[config.mk]
export PLATFORM = sky130hd
export DESIGN_NAME = regfile_wb_ctrl
export DESIGN_NICKNAME = d
export VERILOG_FILES = /design/src/rtl/regfile_wb_ctrl.sv
export SDC_FILE = /design/constraint.sdc
export NUM_CORES = 1
export LEC_CHECK = 0
export ABC_AREA = 1
export CORE_MARGIN = 2
export CORE_UTILIZATION = 48
export DETAILED_ROUTE_END_ITERATION = 12
export GPL_TIMING_DRIVEN = 0
export PLACE_DENSITY = 0.82
export SETUP_SLACK_MARGIN = 0.15
export SYNTH_ARGS = -nofsm -noshare
export SYNTH_HDL_FRONTEND = slang
export SYNTH_SLANG_ARGS = --single-unit
[constraint.sdc]
create_clock -name clk -period 2.7 [get_ports clk]
set_input_delay 0.54 -clock clk [delete_from_list [all_inputs] [get_ports clk]]
set_output_delay 0.54 -clock clk [all_outputs]
set_load 0.02 [all_outputs]
[src/rtl/regfile_wb_ctrl.sv]
// Write-port controller for the 32x32 regfile: merges pipeline writeback with a
// FIFO-buffered multicycle result stream, with WAW kill and starvation stall.
module regfile_wb_ctrl #(
    parameter int unsigned DEPTH      = 4,
    parameter int unsigned STARVE_MAX = 8
) (
    input  logic                       clk,
    input  logic                       rst,
    input  logic                       p_valid,
    input  logic [4:0]                 p_addr,
    input  logic [31:0]                p_data,
    input  logic                       m_valid,
    output logic                       m_ready,
    input  logic [4:0]                 m_addr,
    input  logic [31:0]                m_data,
    output logic                       rf_we,
    output logic [4:0]                 rf_waddr,
    output logic [31:0]                rf_wdata,
    output logic [31:0]                busy_mask,
    output logic                       stall_o,
    output logic [$clog2(DEPTH):0]     fifo_count
);

    localparam int unsigned AW = $clog2(DEPTH);
    localparam int unsigned CW = AW + 1;
    localparam int unsigned SW = $clog2(STARVE_MAX + 1);

    logic [4:0]       ent_addr [DEPTH];
    logic [31:0]      ent_data [DEPTH];
    logic [DEPTH-1:0] ent_valid;
    logic [DEPTH-1:0] ent_kill;
    logic [AW-1:0]    rd_ptr;
    logic [AW-1:0]    wr_ptr;
    logic [CW-1:0]    count;
    logic [SW-1:0]    starve_cnt;

    logic             p_wr;
    logic             head_valid;
    logic             head_live;
    logic             pop;
    logic             live_pop;
    logic             push;
    logic             push_kill;
    logic [SW-1:0]    starve_nxt;
    logic             stall_nxt;

    // Write-port arbitration: pipeline first, then a live FIFO head.
    always_comb begin
        p_wr       = p_valid && (p_addr != 5'd0);
        head_valid = ent_valid[rd_ptr];
        head_live  = head_valid && !ent_kill[rd_ptr];
        m_ready    = !rst && (count < CW'(DEPTH));
        push       = m_valid && m_ready && (m_addr != 5'd0);
        push_kill  = p_wr && (p_addr == m_addr);
        rf_we      = 1'b0;
        rf_waddr   = 5'd0;
        rf_wdata   = 32'd0;
        pop        = 1'b0;
        live_pop   = 1'b0;
        if (!rst) begin
            if (p_wr) begin
                rf_we    = 1'b1;
                rf_waddr = p_addr;
                rf_wdata = p_data;
            end else if (head_live) begin
                rf_we    = 1'b1;
                rf_waddr = ent_addr[rd_ptr];
                rf_wdata = ent_data[rd_ptr];
                live_pop = 1'b1;
            end
            // A killed head leaves regardless of the pipeline slot.
            pop = live_pop || (head_valid && !head_live);
        end
    end

    // Starvation counter and stall request next state.
    always_comb begin
        starve_nxt = starve_cnt;
        stall_nxt  = stall_o;
        if (pop || !head_valid) begin
            starve_nxt = '0;
        end else if (head_live && p_wr && (starve_cnt < SW'(STARVE_MAX))) begin
            starve_nxt = starve_cnt + SW'(1);
        end
        if (live_pop) begin
            stall_nxt = 1'b0;
        end else if (starve_nxt == SW'(STARVE_MAX)) begin
            stall_nxt = 1'b1;
        end
    end

    always_comb begin
        busy_mask = 32'd0;
        for (int i = 0; i < int'(DEPTH); i++) begin
            if (ent_valid[i] && !ent_kill[i]) begin
                busy_mask[ent_addr[i]] = 1'b1;
            end
        end
    end

    assign fifo_count = count;

    always_ff @(posedge clk) begin
        if (rst) begin
            ent_valid  <= '0;
            ent_kill   <= '0;
            rd_ptr     <= '0;
            wr_ptr     <= '0;
            count      <= '0;
            starve_cnt <= '0;
            stall_o    <= 1'b0;
        end else begin
            for (int i = 0; i < int'(DEPTH); i++) begin
                if (p_wr && (ent_addr[i] == p_addr)) begin
                    ent_kill[i] <= 1'b1;
                end
            end
            if (pop) begin
                ent_valid[rd_ptr] <= 1'b0;
                rd_ptr            <= rd_ptr + AW'(1);
            end
            // Push never targets the popped slot: a full FIFO refuses pushes.
            if (push) begin
                ent_valid[wr_ptr] <= 1'b1;
                ent_kill[wr_ptr]  <= push_kill;
                ent_addr[wr_ptr]  <= m_addr;
                ent_data[wr_ptr]  <= m_data;
                wr_ptr            <= wr_ptr + AW'(1);
            end
            count      <= count + CW'(push) - CW'(pop);
            starve_cnt <= starve_nxt;
            stall_o    <= stall_nxt;
        end
    end

endmodule
Word-level counts from Yosys, hierarchy flattened
Memory sizes are Yosys's and may differ from the RTL's. A register that Yosys moved wholly into a read port is not among the register bits.
Cells that the tools add are included.

operators by class
  add/sub/neg operators = 5
  magnitude comparators = 14
  eq/ne operators = 6
  muxes and demuxes = 55
  bitwise gates (word level) = 6
  reductions and logical operators = 36

operators by type and width
  kind                 number
  $mux 32              7
  $or 32x32->32        3
  $mux 1               26
  $eq 5x5->1           5
  $lt 5x6->1 const B   4
  $mux 4               6
  $logic_and 1x1->1    23
  $demux 1 s5          4
  $ge 5x1->1 const B   4
  $mux 5               3
  $reduce_bool 5->1    2
  $logic_not 1->1      8
  $mux 2               4
  $lt 2x3->1 const B   2
  $add 2x1->2 const B  2
  $add 4x1->4 const B  1
  $and 4x4->4          1
  $bmux 1 s2           2
  $bwmux 4             1
  $demux 1 s2          2
  $eq 4x4->1 const B   1
  $ge 2x1->1 const B   2
  $lt 4x4->1 const B   1
  $not 4->4            1
  other kinds (6)      7

storage, ports and cells
  register bits after elaboration = 20
  bits in writable memories = 148
  input bits = 78
  output and inout port bits = 75
  word-level logic and storage cells = 131
  memories kept = 2

memory list
  name      words  bits a word  read ports  clocked after memory_dff  wr ports  line  source
  ent_data  4      32           1           1                         1         29    logic [31:0] ent_data [DEPTH];
  ent_addr  4      5            5           1                         1         28    logic [4:0] ent_addr [DEPTH];

Depth between registers and ports, before layout
  depth in word-level cells = 13
  depth in mapped cells = 16
  depth with buffers taken out = 16

Worst setup path before layout
No wires, ideal clock.

  kind = input to register
  start point = input port p_addr[1]
  end point = register count[2] (netlist: fifo_count[2])
  library setup time = 0.132 ns
  arrival time = 2.533 ns
  required time = 2.568 ns
  path slack = 0.035 ns
  stages = 14
  buffers on the path = 1
  cell sequence = buf_2 -> nor2_1 -> nand3_1 -> nand2_8 -> nor2_4 -> nor3_4 -> ha_1 -> inv_1 -> ha_1 -> inv_1 -> fa_1 -> xor2_1 -> o21ai_0 -> a21oi_1

between the ends
  cells in the longest elaborated chain, start to end = 7

ends and longest elaborated chain
  item                  line  source
  from (decl)           10    input logic [4:0] p_addr,
  $reduce_bool 5->1     49    p_wr = p_valid && (p_addr != 5'd0);
  $logic_and 1x1->1     49
  $mux 1                61    if (p_wr) begin
  $mux 1                60    if (!rst) begin
  $logic_or 1x1->1      72    pop = live_pop || (head_valid && !head_live);
  $mux 1                60
  $sub 3x1->3           130   count <= count + CW'(push) - CW'(pop);
  to (signal assigned)  130
  to (decl)             34    logic [CW-1:0] count;

Every way passes these cells. The select of a mux whose other input is x is not followed.
A chain may end at the register's enable or synchronous reset.

Worst setup path after layout
  start point = register rd_ptr[0]
  end point = output port rf_waddr[1]

between the ends
  cells in the longest elaborated chain, start to end = 7

ends and longest elaborated chain
  item                          line  source
  from (decl)                   32    logic [AW-1:0] rd_ptr;
  from (signal assigned)        120   rd_ptr <= rd_ptr + AW'(1);
  $bmux 1 s2                    51    head_live = head_valid && !ent_kill[rd_ptr];
  $mux 1 (not written as such)  51
  $logic_not 1->1               51
  $logic_and 1x1->1 (*)         51
  $mux 5 (*)                    65    end else if (head_live) begin
  $mux 5 (*)                    61
  $mux 5 (*)                    60
  to (decl)                     17    output logic [4:0] rf_waddr,

Every way passes the cells marked *; elsewhere a longest branch is shown, timed or not. The select of a mux whose other input is x is not followed.

==> run metrics <==
GRT Util Overall=27.6%; commonest non-fill, non-tap cells in the layout=148 x edfxtp_1, 134 x nand2_1, 100 x buf_4, 77 x nor2_1, 75 x o21ai_0; Peak supply drop=0.457 mV; register area=4900 um^2; slowest CP cell=dfxtp_4; die width=between 100 and 150 um; commonest non-fill, non-tap cell in the layout=edfxtp_1; Die Height=138 um; Async SR Flop Fraction=0%; RR Endpoint=fifo_count[2]; Residual DRC=0; clock buffer count from CTS=17; largest net degree at the start of global routing=40; Gate power share=22.5%; sequential fraction of the synthesis area=between 50% and 60%; max-cap violations=0; Post-Place Worst Slack=-0.757 ns; Internal=5.16 mW; Worst Clk Skew=0.00911 ns; DP HPWL=approximately 18000 um; crit path cell chain=inv_8 > nand2_4 > nand2_2 > nand2_2 > nand2_2 > nand2_4 > nor2_8 > buf_6 > nand2_1 > a21oi_2 > buf_4; Worst-path clk slew=roughly 0.07 ns; total vias in the final route=8417; Clock Latency Late Sink=between 0.4 and 0.5 ns; Hold Crit Class=flop to flop; post-synthesis cell count=901; TritonCTS clock tree=yes; final setup vio count=0; clock share of power=35.3%; final hold slack=0.487 ns; R2R Setup Slk=0.20 ns; Routed Wire Length=28100 um; Worst Setup End Kind=primary output; dpl cell area=10500 um^2; Fin. Hold Viols=0; Setup TNS=0 ns; share of layout cells above drive strength 1=between 20% and 30%; EDFF count, synth=about 150; critical path launch point type=flop; Largest stage delay, worst path=0.39 ns; synth unique cells=41; min-delay src=ent_valid[1]; die area=~19000 um^2; initial drt markers=815; Final nets=1228; Sw Share=29.5%; gr ovfl total=0; H-tree Lvls=4; outcome=complete, no violations; hold path endpoint=ent_valid[1]; Reg power frac=a little over two fifths; Clock Tree Buf Depth=2; CP arrival=2.05 ns; cell area power density=602 nW/um^2; wire length per cell=20.3 um; design area=~12000 um^2; synthesized area per cell=approximately 9.6 um^2; Final min period=2.59 ns; Synth top area share=51.2%; Initial Utilization=48.6%; Vias/cell=6.09; Ports=153; CTS root buffer=clkbuf_16; Final Cycle Share=between 90% and 100%; Rows=49; worst slew pin tran=approximately 0.7 ns; ANT nets after route=0; FMAX=385 MHz; CP Max Fanout=7; Power Total=about 7.3 mW; largest area contributor in the netlist=edfxtp_1; initial antenna violation count=1; ys flop type=edfxtp_1; R2R Path Start=rd_ptr[0]; first drt pass iteration count=8; multi-input logic area=between 3000 and 4000 um^2; Worst slew margin=a little over half; RSZ-0062 raised after global routing=yes; Crit Path Category=flop to primary output; CTS sink count=170; first-pass GRT wire length=roughly 42000 um; vias in the first global route=8159; Area Growth Syn to Fin=40.4%; YS warnings=0; LEAKAGE=4.58 nW; FF+latch count, synth=170; Core Footprint=17800 um^2; most used cell, CP=nand2_2; FILL cells=roughly 1200; Slew Limit Fails=0; Critical Path RT=2.16 ns; port buffer count=146; RePlAce Congestion=0.978; Worst Hold Depth=2; Syn Std Cell Area=8670 um^2; Synth area leaders=edfxtp_1 51%, nand2_1 6.1%, dfxtp_1 5.1%, o21ai_0 4.4%, a21oi_1 4.0%; worst setup margin=0.105 ns; Hold Buf Count CTS=0; sw power=2.16 mW; Mapped Nets=991; r2r worst-path depth=15
-- critical path, delay by kind of cell (launching register included) --
family / cells / cell delay (ns)
flip-flops: 1 / 0.39
AND/OR/NAND/NOR: 7 / 0.60
buffers and inverters: 3 / 0.44
AO/OA/AOI/OAI: 1 / 0.20
-- stage by stage --
stage,util [%],std cells
after detailed placement,59.0,1278
after global placement,58.7,1276
after global routing,68.2,1380
after CTS,65.9,1352
final,68.2,1381
after floorplan,-,901
-- synth_stat cells (2+ instances only) --
master	instances
dfxtp_1	22
buf_2	9
nand3_1	30
a31oi_1	2
a22oi_1	20
o31a_1	4
inv_2	8
o221ai_1	17
a21oi_1	70
xnor2_1	14
inv_1	66
o31ai_1	4
o22ai_1	32
edfxtp_1	148
o21ai_0	76
nor4_1	5
clkbuf_1	34
nor3_2	5
ha_1	11
xor2_1	12
nand2_1	141
nor3_1	40
o311ai_0	6
o21ai_1	3
nor2_1	85
nand4_1	12
buf_1	3
nand2_2	6
buf_4	3
nor2_4	2
-- state kept, by name, summed over array words and instances (netlist names), named ones only --
register and flops:
ent_addr 20, ent_data 128, ent_kill 4, ent_valid 4
fifo_count 3, rd_ptr 2, stall_o 1, starve_cnt 4
wr_ptr 2
-- worst max-delay path by stage --
stage | cells past startpoint | end | startpoint | slack [ns]
after global placement | 8 | rf_wdata[5] | p_valid | -0.78
after detailed placement | 8 | rf_wdata[5] | p_valid | -0.76
after floorplan | 14 | fifo_count[2] | p_addr[2] | 0.16
after global routing | 8 | busy_mask[11] | ent_addr[3][3] | 0.03
final | 11 | rf_waddr[1] | rd_ptr[0] | 0.11
after CTS | 11 | rf_wdata[29] | rd_ptr[0] | 0.07
-- cell families (layout without fill, tap and decap cells) --
logic type	after synthesis	in the layout	synth area share (%)
xor+xnor	26	26	2.63
compound gates	235	235	16.0
other cells	0	1	0
buf+inv	127	377	6.09
flops	170	170	56.3
simple gates	331	331	17.2
fa+ha+maj	12	12	1.82
-- routing by layer --
layer  global-route usage (%)  up-vias  wire [um]
li1                         -     3702          -
met1                     34.0     4045      10500
met2                     46.8      574      13900
met3                     5.68       96       2700
met4                     13.0        0       1060
met5                        0        -          0
-- area by class of cell --
class                   instances  area share (%)
diodes                          1          0.0206
plain buffers                  50            3.24
clock buffers                  17            3.49
clock inverters                15            1.67
inverters                      77            2.80
multi-input cells             604            31.0
flip-flops and latches        170            40.2
well taps                     229            2.35
repair buffers                218            15.2
-- power groups by stage --
stage	Sequential, mW	Clock, mW	Combinational (mW)
3_3_place_gp	3.14	0	1.29
4_1_cts	3.09	2.57	1.50
2_1_floorplan	3.14	0	0.785
5_1_grt	3.11	2.69	1.76
6_report	3.10	2.58	1.64
3_5_place_dp	3.14	0	1.35
-- timing repair --
item	in CTS	in global routing
setup buffers	42	28
gates cloned	0	0
pin swaps	18	22
endpoints found under the setup margin	72	137
resized for setup	428	142
Note: power is estimated with default switching activity, not from simulation.
